<file path="src/rtl/pipe_hold_ctrl_if.sv">
// Hold/redirect signal bundle between the pipeline control block and its
// clients: the redirect and stall requests going in, the hold codes and PC redirect coming out.
interface pipe_hold_ctrl_if;
  logic        jump_flag_i;
  logic [31:0] jump_addr_i;
  logic        int_assert_i;
  logic [31:0] int_addr_i;
  logic        hold_ex_i;
  logic        hold_bus_i;
  logic [2:0]  hold_flag_o;
  logic        jump_flag_o;
  logic [31:0] jump_addr_o;
  logic [7:0]  stall_cnt_o;
  logic        bus_timeout_o;

  modport master (
    output jump_flag_i, jump_addr_i, int_assert_i, int_addr_i, hold_ex_i, hold_bus_i,
    input  hold_flag_o, jump_flag_o, jump_addr_o, stall_cnt_o, bus_timeout_o
  );

  modport slave (
    input  jump_flag_i, jump_addr_i, int_assert_i, int_addr_i, hold_ex_i, hold_bus_i,
    output hold_flag_o, jump_flag_o, jump_addr_o, stall_cnt_o, bus_timeout_o
  );
endinterface

</file>
<file path="src/rtl/pipe_hold_ctrl.sv">
// Pipeline hold/redirect controller: zero-latency redirect and hold decode,
// post-redirect bubble insertion, and stall-episode counting with bus timeout.
module pipe_hold_ctrl #(
  parameter int FLUSH_CYCLES = 1,
  parameter int BUS_TIMEOUT  = 16
) (
  input  logic            clk,
  input  logic            rst_n,
  pipe_hold_ctrl_if.slave bus
);

  typedef enum logic [1:0] {RUN, FLUSH, EX_WAIT, BUS_WAIT} state_t;

  state_t      state, state_nxt, kind;
  logic [2:0]  flush_cnt, flush_nxt;
  logic [7:0]  stall_cnt, stall_nxt, stall_view;
  logic        to_done, to_done_nxt, to_pulse, in_episode;
  logic [2:0]  hold;
  logic        jump;
  logic [31:0] target;

  function automatic logic [7:0] sat_inc(input logic [7:0] v);
    return (v == 8'hFF) ? v : v + 8'd1;
  endfunction

  // kind is what the current cycle is doing; state is what the previous cycle
  // decided, so kind == state means the same stall episode continues.
  always_comb begin
    kind      = RUN;
    state_nxt = RUN;
    flush_nxt = 3'd0;
    hold      = 3'd0;
    jump      = 1'b0;
    target    = 32'd0;
    if (bus.int_assert_i || bus.jump_flag_i) begin
      jump      = 1'b1;
      target    = bus.int_assert_i ? bus.int_addr_i : bus.jump_addr_i;
      hold      = 3'd3;
      kind      = FLUSH;
      state_nxt = FLUSH;
      flush_nxt = 3'(FLUSH_CYCLES);
    end else if (state == FLUSH) begin
      hold      = 3'd2;
      kind      = FLUSH;
      flush_nxt = flush_cnt - 3'd1;
      if (flush_nxt != 3'd0)   state_nxt = FLUSH;
      else if (bus.hold_ex_i)  state_nxt = EX_WAIT;
      else if (bus.hold_bus_i) state_nxt = BUS_WAIT;
      else                     state_nxt = RUN;
    end else if (bus.hold_ex_i) begin
      hold      = 3'd3;
      kind      = EX_WAIT;
      state_nxt = EX_WAIT;
    end else if (bus.hold_bus_i) begin
      hold      = 3'd1;
      kind      = BUS_WAIT;
      state_nxt = BUS_WAIT;
    end

    in_episode = (kind == state) && ((kind == EX_WAIT) || (kind == BUS_WAIT));
    stall_view = in_episode ? stall_cnt : 8'd0;
    if ((kind == EX_WAIT) || (kind == BUS_WAIT))
      stall_nxt = in_episode ? sat_inc(stall_cnt) : 8'd1;
    else
      stall_nxt = 8'd0;

    // to_done blocks a second pulse when the count saturates at BUS_TIMEOUT=255
    to_pulse    = in_episode && (kind == BUS_WAIT) &&
                  (stall_cnt == 8'(BUS_TIMEOUT)) && !to_done;
    to_done_nxt = (in_episode && (kind == BUS_WAIT)) ? (to_done | to_pulse) : 1'b0;
  end

  always_ff @(posedge clk or negedge rst_n) begin
    if (!rst_n) begin
      state     <= RUN;
      flush_cnt <= 3'd0;
      stall_cnt <= 8'd0;
      to_done   <= 1'b0;
    end else begin
      state     <= state_nxt;
      flush_cnt <= flush_nxt;
      stall_cnt <= stall_nxt;
      to_done   <= to_done_nxt;
    end
  end

  // Outputs are combinational on the inputs, so reset must mask them directly.
  assign bus.hold_flag_o   = rst_n ? hold       : 3'd0;
  assign bus.jump_flag_o   = rst_n ? jump       : 1'b0;
  assign bus.jump_addr_o   = rst_n ? target     : 32'd0;
  assign bus.stall_cnt_o   = rst_n ? stall_view : 8'd0;
  assign bus.bus_timeout_o = rst_n ? to_pulse   : 1'b0;

endmodule

</file>
<file path="src/flat_wrapper.sv">
// flat-port wrapper written by rule: the top's interface ports become plain ports
module pipe_hold_ctrl_flat 
#(
  parameter int FLUSH_CYCLES = 1,
  parameter int BUS_TIMEOUT  = 16
)
  (clk, rst_n, bus_jump_flag_i, bus_jump_addr_i, bus_int_assert_i, bus_int_addr_i, bus_hold_ex_i, bus_hold_bus_i, bus_hold_flag_o, bus_jump_flag_o, bus_jump_addr_o, bus_stall_cnt_o, bus_bus_timeout_o);
  pipe_hold_ctrl_if bus_i ();
  input  logic clk;
  input  logic rst_n;
  input wire logic [$bits(bus_i.jump_flag_i)-1:0] bus_jump_flag_i;
  input wire logic [$bits(bus_i.jump_addr_i)-1:0] bus_jump_addr_i;
  input wire logic [$bits(bus_i.int_assert_i)-1:0] bus_int_assert_i;
  input wire logic [$bits(bus_i.int_addr_i)-1:0] bus_int_addr_i;
  input wire logic [$bits(bus_i.hold_ex_i)-1:0] bus_hold_ex_i;
  input wire logic [$bits(bus_i.hold_bus_i)-1:0] bus_hold_bus_i;
  output wire logic [$bits(bus_i.hold_flag_o)-1:0] bus_hold_flag_o;
  output wire logic [$bits(bus_i.jump_flag_o)-1:0] bus_jump_flag_o;
  output wire logic [$bits(bus_i.jump_addr_o)-1:0] bus_jump_addr_o;
  output wire logic [$bits(bus_i.stall_cnt_o)-1:0] bus_stall_cnt_o;
  output wire logic [$bits(bus_i.bus_timeout_o)-1:0] bus_bus_timeout_o;
  assign bus_i.jump_flag_i = bus_jump_flag_i;
  assign bus_i.jump_addr_i = bus_jump_addr_i;
  assign bus_i.int_assert_i = bus_int_assert_i;
  assign bus_i.int_addr_i = bus_int_addr_i;
  assign bus_i.hold_ex_i = bus_hold_ex_i;
  assign bus_i.hold_bus_i = bus_hold_bus_i;
  assign bus_hold_flag_o = bus_i.hold_flag_o;
  assign bus_jump_flag_o = bus_i.jump_flag_o;
  assign bus_jump_addr_o = bus_i.jump_addr_o;
  assign bus_stall_cnt_o = bus_i.stall_cnt_o;
  assign bus_bus_timeout_o = bus_i.bus_timeout_o;
  pipe_hold_ctrl #(.FLUSH_CYCLES(FLUSH_CYCLES), .BUS_TIMEOUT(BUS_TIMEOUT)) u_core (.clk(clk), .rst_n(rst_n), .bus(bus_i));
endmodule
</file>
<file path="config.mk">
export PLATFORM = sky130hd
export DESIGN_NAME = pipe_hold_ctrl_flat
export DESIGN_NICKNAME = d
export VERILOG_FILES = /design/src/rtl/pipe_hold_ctrl_if.sv /design/src/rtl/pipe_hold_ctrl.sv /design/src/flat_wrapper.sv
export SDC_FILE = /design/constraint.sdc
export NUM_CORES = 1
export LEC_CHECK = 0
export BUFFER_PORTS_ARGS = -buffer_cell sky130_fd_sc_hd__buf_4
export CAP_MARGIN = 40
export CORE_MARGIN = 3
export CORE_UTILIZATION = 35
export DETAILED_ROUTE_END_ITERATION = 10
export GPL_ROUTABILITY_DRIVEN = 0
export GPL_TIMING_DRIVEN = 0
export PLACE_DENSITY = 0.75
export SETUP_SLACK_MARGIN = 0.1
export SYNTH_ARGS = -nofsm -noshare
export SYNTH_HDL_FRONTEND = slang
export SYNTH_SLANG_ARGS = --single-unit
</file>
<file path="constraint.sdc">
create_clock -name clk -period 1.7 [get_ports clk]
set_clock_uncertainty 0.15 [all_clocks]
set_input_delay 0.255 -clock clk [delete_from_list [all_inputs] [get_ports clk]]
set_output_delay 0.255 -clock clk [all_outputs]
set_load 0.03 [all_outputs]
</file>
==> impl_metrics.toml, run 1 <==
[global_route]
grt_pass1_wl_mm = 9.35
track_usage = 0.270
grt_max_degree = 15
gr-total-overflow = 0
grt_pass1_vias = 1880
antenna_found_initial = 0

[worst_setup_path]
slowest_delay_ps = 280
crit_path_start_kind = "input pin"
worstSetupEndpointType = "primary output"
path_common_cell = "and3_4"
cp.required_ps = 1290
slowest_stage = "and3_4"
worstPathCellList = "buf_8 > buf_4 > nor2_1 > and3_4 > clkbuf_16 > and3_4 > buf_6"
worstSetupPathType = "in2out"
critPathMaxFanout = 5
crit_arrival_ps = 1510

[routing]
wl_per_cell_um = 23.5
drt_pass1_iterations = 4
drcViolationCount = 0
vias = 1945
wl_mm = 8.23
antenna_left = 0
drt_iter0_markers = 152
vias_per_cell = 5.56

[floorplanning]
die_w_um = 68.0
io-pin-count = 115
start_util = 0.382
die_area_sq_um = 4620
die_y_um = 68.0
std_cell_rows = 21
coreArea_sq_um = 3520

[synth]
ys_warn_count = 0
synth_edf_count = 0
synth_fp_nets = 241
netlist_instances = 167
synthDistinctLibCells = 34
syn_area_sq_um = 1340
synth_area_per_cell_sq_um = 8.05
async_flop_share = 1.00
ys_seq_area_frac = 0.261
synth_ff_type = "dfrtp_1"
ys_seq_elements = 14

[power_and_ir_drop]
power_mw = 1.41
ir_drop_mv = 0.574
p_per_area_nw_per_um2 = 438
leakage_nw = 1.47

[sta]
worst_slew_pin_slew_ps = 665
fin_ws_ps = -213
setup_viol = 37
grt_setup_unrepaired = "true"
fin_crit_ps = 1910
tns_ps = -3850
finalCritPeriodShare = 1.13
hold_viol_final = 0
report.final.slew_viol_count = 0
fmax_mhz = 523
slew_headroom = 0.556

[placement]
placed_cell_area_sq_um = 2340
io_buffers = 112
dp_hpwl_mm = 4.05
post-place-ws_ps = -166

[outcome]
status = "complete, but fails checks"
violations = "setup timing"

[clock_tree]
cts_tree = "done"
path_clk_slew_ps = 60
cts_sinks = 14
numCtsBuffers = 3
clk_latency_ps = 250
clk_path_buf_depth = 2
h-tree-depth = 1
cts-root-buf = "clkbuf_8"

[cells_and_area]
final_util = 0.916
antenna_cells = 0
fin_nets = 380
layout_common_cells = "77 x buf_4, 55 x buf_6, 31 x nor2_4"
final_area_sq_um = 3230
fillCellCount = 121
final_common_cell = "buf_4"
drive_gt1_frac = 0.724
area_delta_synth_final_pct = 140

[worst_hold_path]
min_path_type = "in2reg"

[run]
cap_violations = 0
==> state kept, by name (all words and copies together) (netlist names) <==
register          flops
u_core.to_done        1
u_core.state          2
u_core.flush_cnt      3
u_core.stall_cnt      8
==> routing by layer <==
layer,GRT usage,part of all wire,vias up
li1,-,-,850
met4,0.104,0.038,0
met2,0.487,0.50,119
met5,0,0,-
met3,0.0624,0.083,26
met1,0.304,0.38,950
==> stage by stage <==
step,std cells,hold WS [ps]
after global routing,350,117
after detailed placement,325,-24.6
final,350,119
after global placement,325,-25.1
after CTS,345,86.8
after floorplan,167,-191
==> logic make-up (layout without fill, tap and decap cells) <==
logic type / Yosys count / in the layout / share of synthesized area
xor gates and xnor gates: 2 / 2 / 0.0130
buffers and inverters: 19 / 156 / 0.0736
AOI/OAI and AO/OA: 16 / 16 / 0.0708
muxes: 33 / 33 / 0.246
adders and majority gates: 4 / 4 / 0.0372
and+or+nand+nor: 78 / 78 / 0.296
other: 1 / 1 / 0.00279
DFF: 14 / 14 / 0.261
==> path summary, 6_finish.rpt <==
check                                     from                  end  slack [ps]  cells past startpoint
hold reg to reg                 u_core.to_done       u_core.to_done         420                      2
max in group asynchronous                rst_n  u_core.stall_cnt[7]         470                      2
min in group asynchronous                rst_n  u_core.stall_cnt[3]         470                      2
setup / recovery              bus_int_assert_i   bus_stall_cnt_o[7]        -210                      7
setup reg to reg           u_core.stall_cnt[0]  u_core.stall_cnt[6]          50                      5
hold / removal                  bus_hold_bus_i      u_core.state[0]         120                      2
==> synthesized netlist by cell type, drive strengths merged (2+ instances only) <==
| master | count | area [sq um] |
|---|---|---|
| a21oi | 4 | 20.0 |
| a31oi | 2 | 12.5 |
| and3 | 11 | 68.8 |
| buf | 9 | 60.1 |
| clkbuf | 3 | 12.5 |
| dfrtp | 14 | 350 |
| ha | 4 | 50.1 |
| inv | 7 | 26.3 |
| mux2i | 33 | 330 |
| nand2 | 2 | 7.51 |
| nand3 | 5 | 25.0 |
| nand4 | 2 | 12.5 |
| nor2 | 42 | 173 |
| nor2b | 3 | 18.8 |
| nor3 | 6 | 30.0 |
| nor4b | 2 | 23.8 |
| o21ai | 6 | 30.0 |
| xnor2 | 2 | 17.5 |
==> layout make-up <==
cell class / instances / area, sq um / share of cell area
Sequential cell: 14 / 357 / 0.111
Timing Repair Buffer: 134 / 1280 / 0.398
Clock buffer: 3 / 41.3 / 0.0128
Inverter: 7 / 28.8 / 0.00892
Buffer: 12 / 153 / 0.0473
Tap cell: 46 / 57.6 / 0.0178
Multi-Input combinational cell: 134 / 1310 / 0.405
==> where the power goes <==
part / switching (mW) / leakage, nW / internal (mW)
Sequential: 0.00663 / 0.178 / 0.341
Clock: 0.119 / 0.0216 / 0.157
Combinational: 0.401 / 1.27 / 0.389
==> worst max-delay path: cells and delay by family <==
family,cells,cell delay (ps)
buf+inv,4,530
simple gates,3,710
==> what timing repair did <==
item	CTS	global route
gates cloned	3	1
endpoints found under the hold margin	14	0
endpoints found under the setup margin	43	49
buffers inserted	13	7
hold buffers	1	0
pin swaps	16	27
gates resized for setup	95	61
Note: power is estimated with default switching activity, not from simulation.
==> run 2, diff against run 1 <==
- ABC_AREA: unset -> 1
- PLACE_DENSITY: 0.75 -> 0.71
- clock period: 1.7 -> 2.3 ns (I/O delays scaled with it)
==> impl_metrics.toml, run 2 <==
[outcome]
status = "completed"

[synth]
synth_area_leaders = "mux2_2 23%, dfrtp_1 23%, inv_1 14%, nand2_1 13%, nor2_1 4.6%"
synth_top_area_frac = 0.235
ys_seq_elements = 14
synth_top_cell_by_area = "mux2_2"
synth_area_per_cell_sq_um = 6.73
ys_warn_count = 0
synth_fp_nets = 302
yosysMostFrequentCell = "inv_1"
synth_ff_type = "dfrtp_1"
syn_area_sq_um = 1530
synthDistinctLibCells = 24
netlist_instances = 228
synth_edf_count = 0
ys_seq_area_frac = 0.228
synth_commonest_cells = "56 x inv_1, 54 x nand2_1, 32 x mux2_2, 19 x nor2_1, 14 x dfrtp_1"
async_flop_share = 1.00

[global_route]
gr-total-overflow = 0
grt_max_degree = 15
top_usage_layer = "met2"
antenna_found_initial = 0
grtUsageMet3 = 0.0512
track_usage = 0.173
grt.met2_usage = 0.308
grt_pass1_wl_mm = 7.22
grt_pass1_vias = 1634
grtUsageMet1 = 0.195

[routing]
vias_per_cell = 4.40
drcViolationCount = 0
wl_mm = 4.53
drt_iter0_markers = 59
antenna_left = 0
drt_pass1_iterations = 4
wl_per_cell_um = 11.5
vias = 1739

[placement]
io_buffers = 112
placed_cell_area_sq_um = 2440
placed_cells = 390
dp_hpwl_mm = 3.75

[cells_and_area]
top_register = "u_core.stall_cnt"
antenna_cells = 0
drive_gt1_frac = 0.475
fin_nets = 420
largestRegisters = "u_core.stall_cnt: 8 flops, u_core.flush_cnt: 3 flops, u_core.state: 2 flops"
layout_common_cells = "114 x buf_4, 56 x inv_1, 54 x nand2_1"
instances_no_fill = 395
final_common_cell = "buf_4"
final_area_sq_um = 2500
area_delta_synth_final_pct = 63.1
largest_reg_flops = 8

[sta]
fmax_mhz = 505
worst_slew_pin_slew_ps = 654
hold_viol_final = 0
tns_ps = 0
slew_headroom = 0.562
setup_viol = 0
fin_crit_ps = 1980
grt_setup_unrepaired = "false"
report.final.slew_viol_count = 0
finalCritPeriodShare = 0.861

[floorplanning]
coreArea_sq_um = 4120
io-pin-count = 115
start_util = 0.373
die_w_um = 72.2
die_y_um = 72.2
die_area_sq_um = 5210
std_cell_rows = 23

[worst_setup_path]
worstSetupEndpointType = "primary output"
crit_arrival_ps = 1490
r2r_slack_ps = 660
cp.required_ps = 1800
r2r-start = "u_core.stall_cnt[0]"
r2r-end = "u_core.stall_cnt[0]"
crit_path_start = "u_core.stall_cnt[1]"
worstSetupPathType = "reg2out"
critPathMaxFanout = 4
r2r_cells = 6
crit_path_start_kind = "flip-flop"

[power_and_ir_drop]
leakage_nw = 1.52
net-switching-power_mw = 0.288
p_comb_frac = 0.433
p_seq_frac = 0.289
switching_share = 0.327
p_per_area_nw_per_um2 = 352
clkPwrFrac = 0.278
internal_power_mw = 0.593
ir_drop_mv = 0.371

[clock_tree]
cts_tree = "done"
path_clk_slew_ps = 60
numCtsBuffers = 3
cts_sinks = 14
clk_path_buf_depth = 2
cts.repair.resized = 0
cts-root-buf = "clkbuf_8"
h-tree-depth = 1
clk_latency_ps = 250

[worst_hold_path]
hold_end = "u_core.state[0]"
worstHoldPathCells = 3
min_from = "bus_jump_flag_i"
min_path_type = "in2reg"

[run]
cap_violations = 0
run 2: cell count changes after synthesis, sizes merged, moves of 3 or more:
| cell | change |
|---|---|
| nand2 | +55 |
| nor2 | -20 |
| clkbuf | -3 |
| mux2 | +32 |
| and3 | -11 |
| mux2i | -33 |
| nor3 | +3 |
| nand3 | +8 |
| inv | +51 |
| nor2b | -3 |
| o21ai | -4 |
run 2: how the worst max path moves through the flow:
stage / endpoint
6_report: bus_bus_timeout_o
5_1_grt: bus_bus_timeout_o
4_1_cts: bus_bus_timeout_o
3_5_place_dp: bus_jump_addr_o[18]
3_3_place_gp: bus_jump_addr_o[13]
2_1_floorplan: bus_bus_timeout_o
run 2: stage by stage:
stage | worst slack [ps] | power, mW | util | hold WS (ps)
after detailed placement | 281 | 0.641 | 0.592 | 79.2
after floorplan | 246 | 0.469 | - | -101
final | 319 | 0.881 | 0.608 | 204
after global routing | 225 | 0.931 | 0.608 | 217
after global placement | 265 | 0.636 | 0.592 | 79.8
after CTS | 304 | 0.893 | 0.608 | 194
run 2: logic make-up (layout without fill, tap and decap cells):
| kind of cell | count (synthesis) | count (layout) | synth area share |
|---|---|---|---|
| AO/OA/AOI/OAI | 7 | 7 | 0.0261 |
| XOR/XNOR | 2 | 2 | 0.0114 |
| adder cells (fa/ha/maj) | 4 | 4 | 0.0326 |
| buffers and inverters | 66 | 183 | 0.173 |
| flip-flops | 14 | 14 | 0.228 |
| multiplexers | 32 | 32 | 0.235 |
| other | 1 | 1 | 0.00244 |
| AND/OR/NAND/NOR | 102 | 102 | 0.291 |
run 2: worst max-delay path: stages (launching register included):
cell     delay [ps]
dfrtp_1         400
inv_1            90
ha_1            150
nand4_1         120
nor3_1          250
buf_4           210
run 2: routing by layer:
metal | routed length (um) | vias up
li1 | - | 921
met1 | 1730 | 752
met2 | 2370 | 58
met3 | 338 | 8
met4 | 88 | 0
met5 | 0 | -
run 2: power groups by stage:
stage	clock, mW	sequential [mW]	combinational, mW
floorplan	0	0.258	0.210
global placement	0	0.259	0.377
detailed placement	0	0.259	0.382
CTS	0.254	0.255	0.385
global route	0.259	0.255	0.417
finish	0.245	0.255	0.381
run 2: repair_timing:
action	4_1_cts	5_1_grt
hold endpoints to repair	14	0
hold buffers	1	0
endpoints found under the setup margin	0	0
buffers inserted	0	0
run 2: final cells by class:
class                           instances  area, sq um
Timing Repair Buffer                  113          851
Inverter                               58          220
Multi-Input combinational cell        148          918
Buffer                                  8         45.0
Fill cell                             389         1610
Sequential cell                        14          350
Clock buffer                            4         55.1
Tap cell                               50         62.6
==> run 3, diff against run 2 <==
- GPL_TIMING_DRIVEN: 0 -> 1
==> impl_metrics.toml, run 3 (same netlist as run 2, synthesis figures left out) <==
[worst_setup_path]
crit_arrival_ps = 1530
r2r_slack_ps = 640
worstPathCellList = "buf_4 > nor2_8 > nand3_1 > nand2_2 > nand2_2 > inv_4 > nand2_4 > nor2_1 > buf_4"
r2r-start = "u_core.stall_cnt[0]"
cp.required_ps = 1800
crit_path_start_kind = "input pin"
crit_path_start = "bus_int_assert_i"
slowest_stage = "buf_4"
critPathMaxFanout = 22
r2r-end = "u_core.stall_cnt[0]"
r2r_cells = 6
worstSetupEndpointType = "primary output"
slowest_delay_ps = 210
worstSetupPathType = "in2out"

[global_route]
antenna_found_initial = 0
grt_pass1_vias = 1564
track_usage = 0.167
gr-total-overflow = 0
grt_max_degree = 34
grt_pass1_wl_mm = 7.01

[run]
cap_violations = 0

[power_and_ir_drop]
net-switching-power_mw = 0.286
switching_share = 0.324
p_per_area_nw_per_um2 = 350
p_comb_frac = 0.438
leakage_nw = 1.52
internal_power_mw = 0.597
clkPwrFrac = 0.274
ir_drop_mv = 0.262
p_seq_frac = 0.289

[placement]
dp_hpwl_mm = 3.80
placed_cells = 386
post-place-ws_ps = 263
placed_cell_area_sq_um = 2430
io_buffers = 113

[floorplanning]
std_cell_rows = 23
die_w_um = 72.2
coreArea_sq_um = 4120
io-pin-count = 115
start_util = 0.373
die_y_um = 72.2
die_area_sq_um = 5210

[cells_and_area]
fillCellCount = 396
largestRegisters = "u_core.stall_cnt: 8 flops, u_core.flush_cnt: 3 flops, u_core.state: 2 flops"
fin_nets = 418
final_area_sq_um = 2520
final_common_cell = "buf_4"
instances_no_fill = 393
drive_gt1_frac = 0.466
largest_reg_flops = 8
layout_common_cells = "115 x buf_4, 56 x inv_1, 54 x nand2_1"
antenna_cells = 0
area_delta_synth_final_pct = 64.3
top_register = "u_core.stall_cnt"

[worst_hold_path]
min_path_type = "in2reg"
min_from = "bus_jump_flag_i"
hold_end = "u_core.state[0]"
worstHoldPathCells = 3

[routing]
antenna_left = 0
drcViolationCount = 0
vias_per_cell = 4.45
drt_pass1_iterations = 4
wl_per_cell_um = 11.8
drt_iter0_markers = 85
wl_mm = 4.64
vias = 1749

[sta]
hold_viol_final = 0
hold_slack_ps = 207
fin_ws_ps = 279
fin_crit_ps = 2020
setup_viol = 0
grt_setup_unrepaired = "false"
finalCritPeriodShare = 0.879
fmax_mhz = 495
report.final.slew_viol_count = 0
tns_ps = 0

[clock_tree]
h-tree-depth = 1
cts_sinks = 14
numCtsBuffers = 3
clk_latency_ps = 250
cts.repair.resized = 0
cts_tree = "done"
cts-root-buf = "clkbuf_8"
clk_path_buf_depth = 2
path_clk_slew_ps = 60

[outcome]
status = "completed"
==> run 3: changes by cell type in the layout (fill, tap and decap cells not counted), sizes merged <==
cell,before,now
buf,120,116
dlygate4sd3,1,3
==> run 3: worst max path at each step <==
stage / to
floorplan: bus_bus_timeout_o
global placement: bus_stall_cnt_o[1]
detailed placement: bus_stall_cnt_o[4]
CTS: bus_stall_cnt_o[4]
global route: bus_stall_cnt_o[1]
finish: bus_stall_cnt_o[7]
==> run 3: cell type report <==
cell class	instances	area, sq um	share of cell area
Tap cell	50	62.6	0.0248
Multi-Input combinational cell	148	918	0.364
Clock buffer	4	55.1	0.0218
Timing Repair Buffer	119	913	0.362
Sequential cell	14	350	0.139
Inverter	58	220	0.0874
==> run 3: layer usage <==
| metal | vias up | share of wire | track usage |
|---|---|---|---|
| met2 | 58 | 0.52 | 0.287 |
| met1 | 764 | 0.39 | 0.199 |
| met4 | 0 | 0.022 | 0.0564 |
| met3 | 8 | 0.072 | 0.0457 |
| met5 | - | 0 | 0 |
| li1 | 919 | - | - |
==> run 3: timing repair <==
item                      4_1_cts  5_1_grt
buffers inserted                0        0
hold buffers                    3        0
hold endpoints to repair       10        0
==> run 3: critical path: cells and delay by family <==
kind	cells	cell delay, ps
simple gates	6	680
buf+inv	3	490
==> run 3: through the flow <==
stage / utilization / power (mW)
finish: 0.612 / 0.883
global route: 0.612 / 0.930
CTS: 0.612 / 0.888
detailed placement: 0.592 / 0.643
global placement: 0.592 / 0.638
floorplan: - / 0.469
==> run 3: power by group through the flow <==
stage          clock network [mW]  registers (mW)  logic (mW)
3_3_place_gp                    0           0.259       0.379
3_5_place_dp                    0           0.259       0.384
6_report                    0.242           0.255       0.386
4_1_cts                     0.244           0.255       0.390
2_1_floorplan                   0           0.258       0.210
5_1_grt                     0.256           0.255       0.419
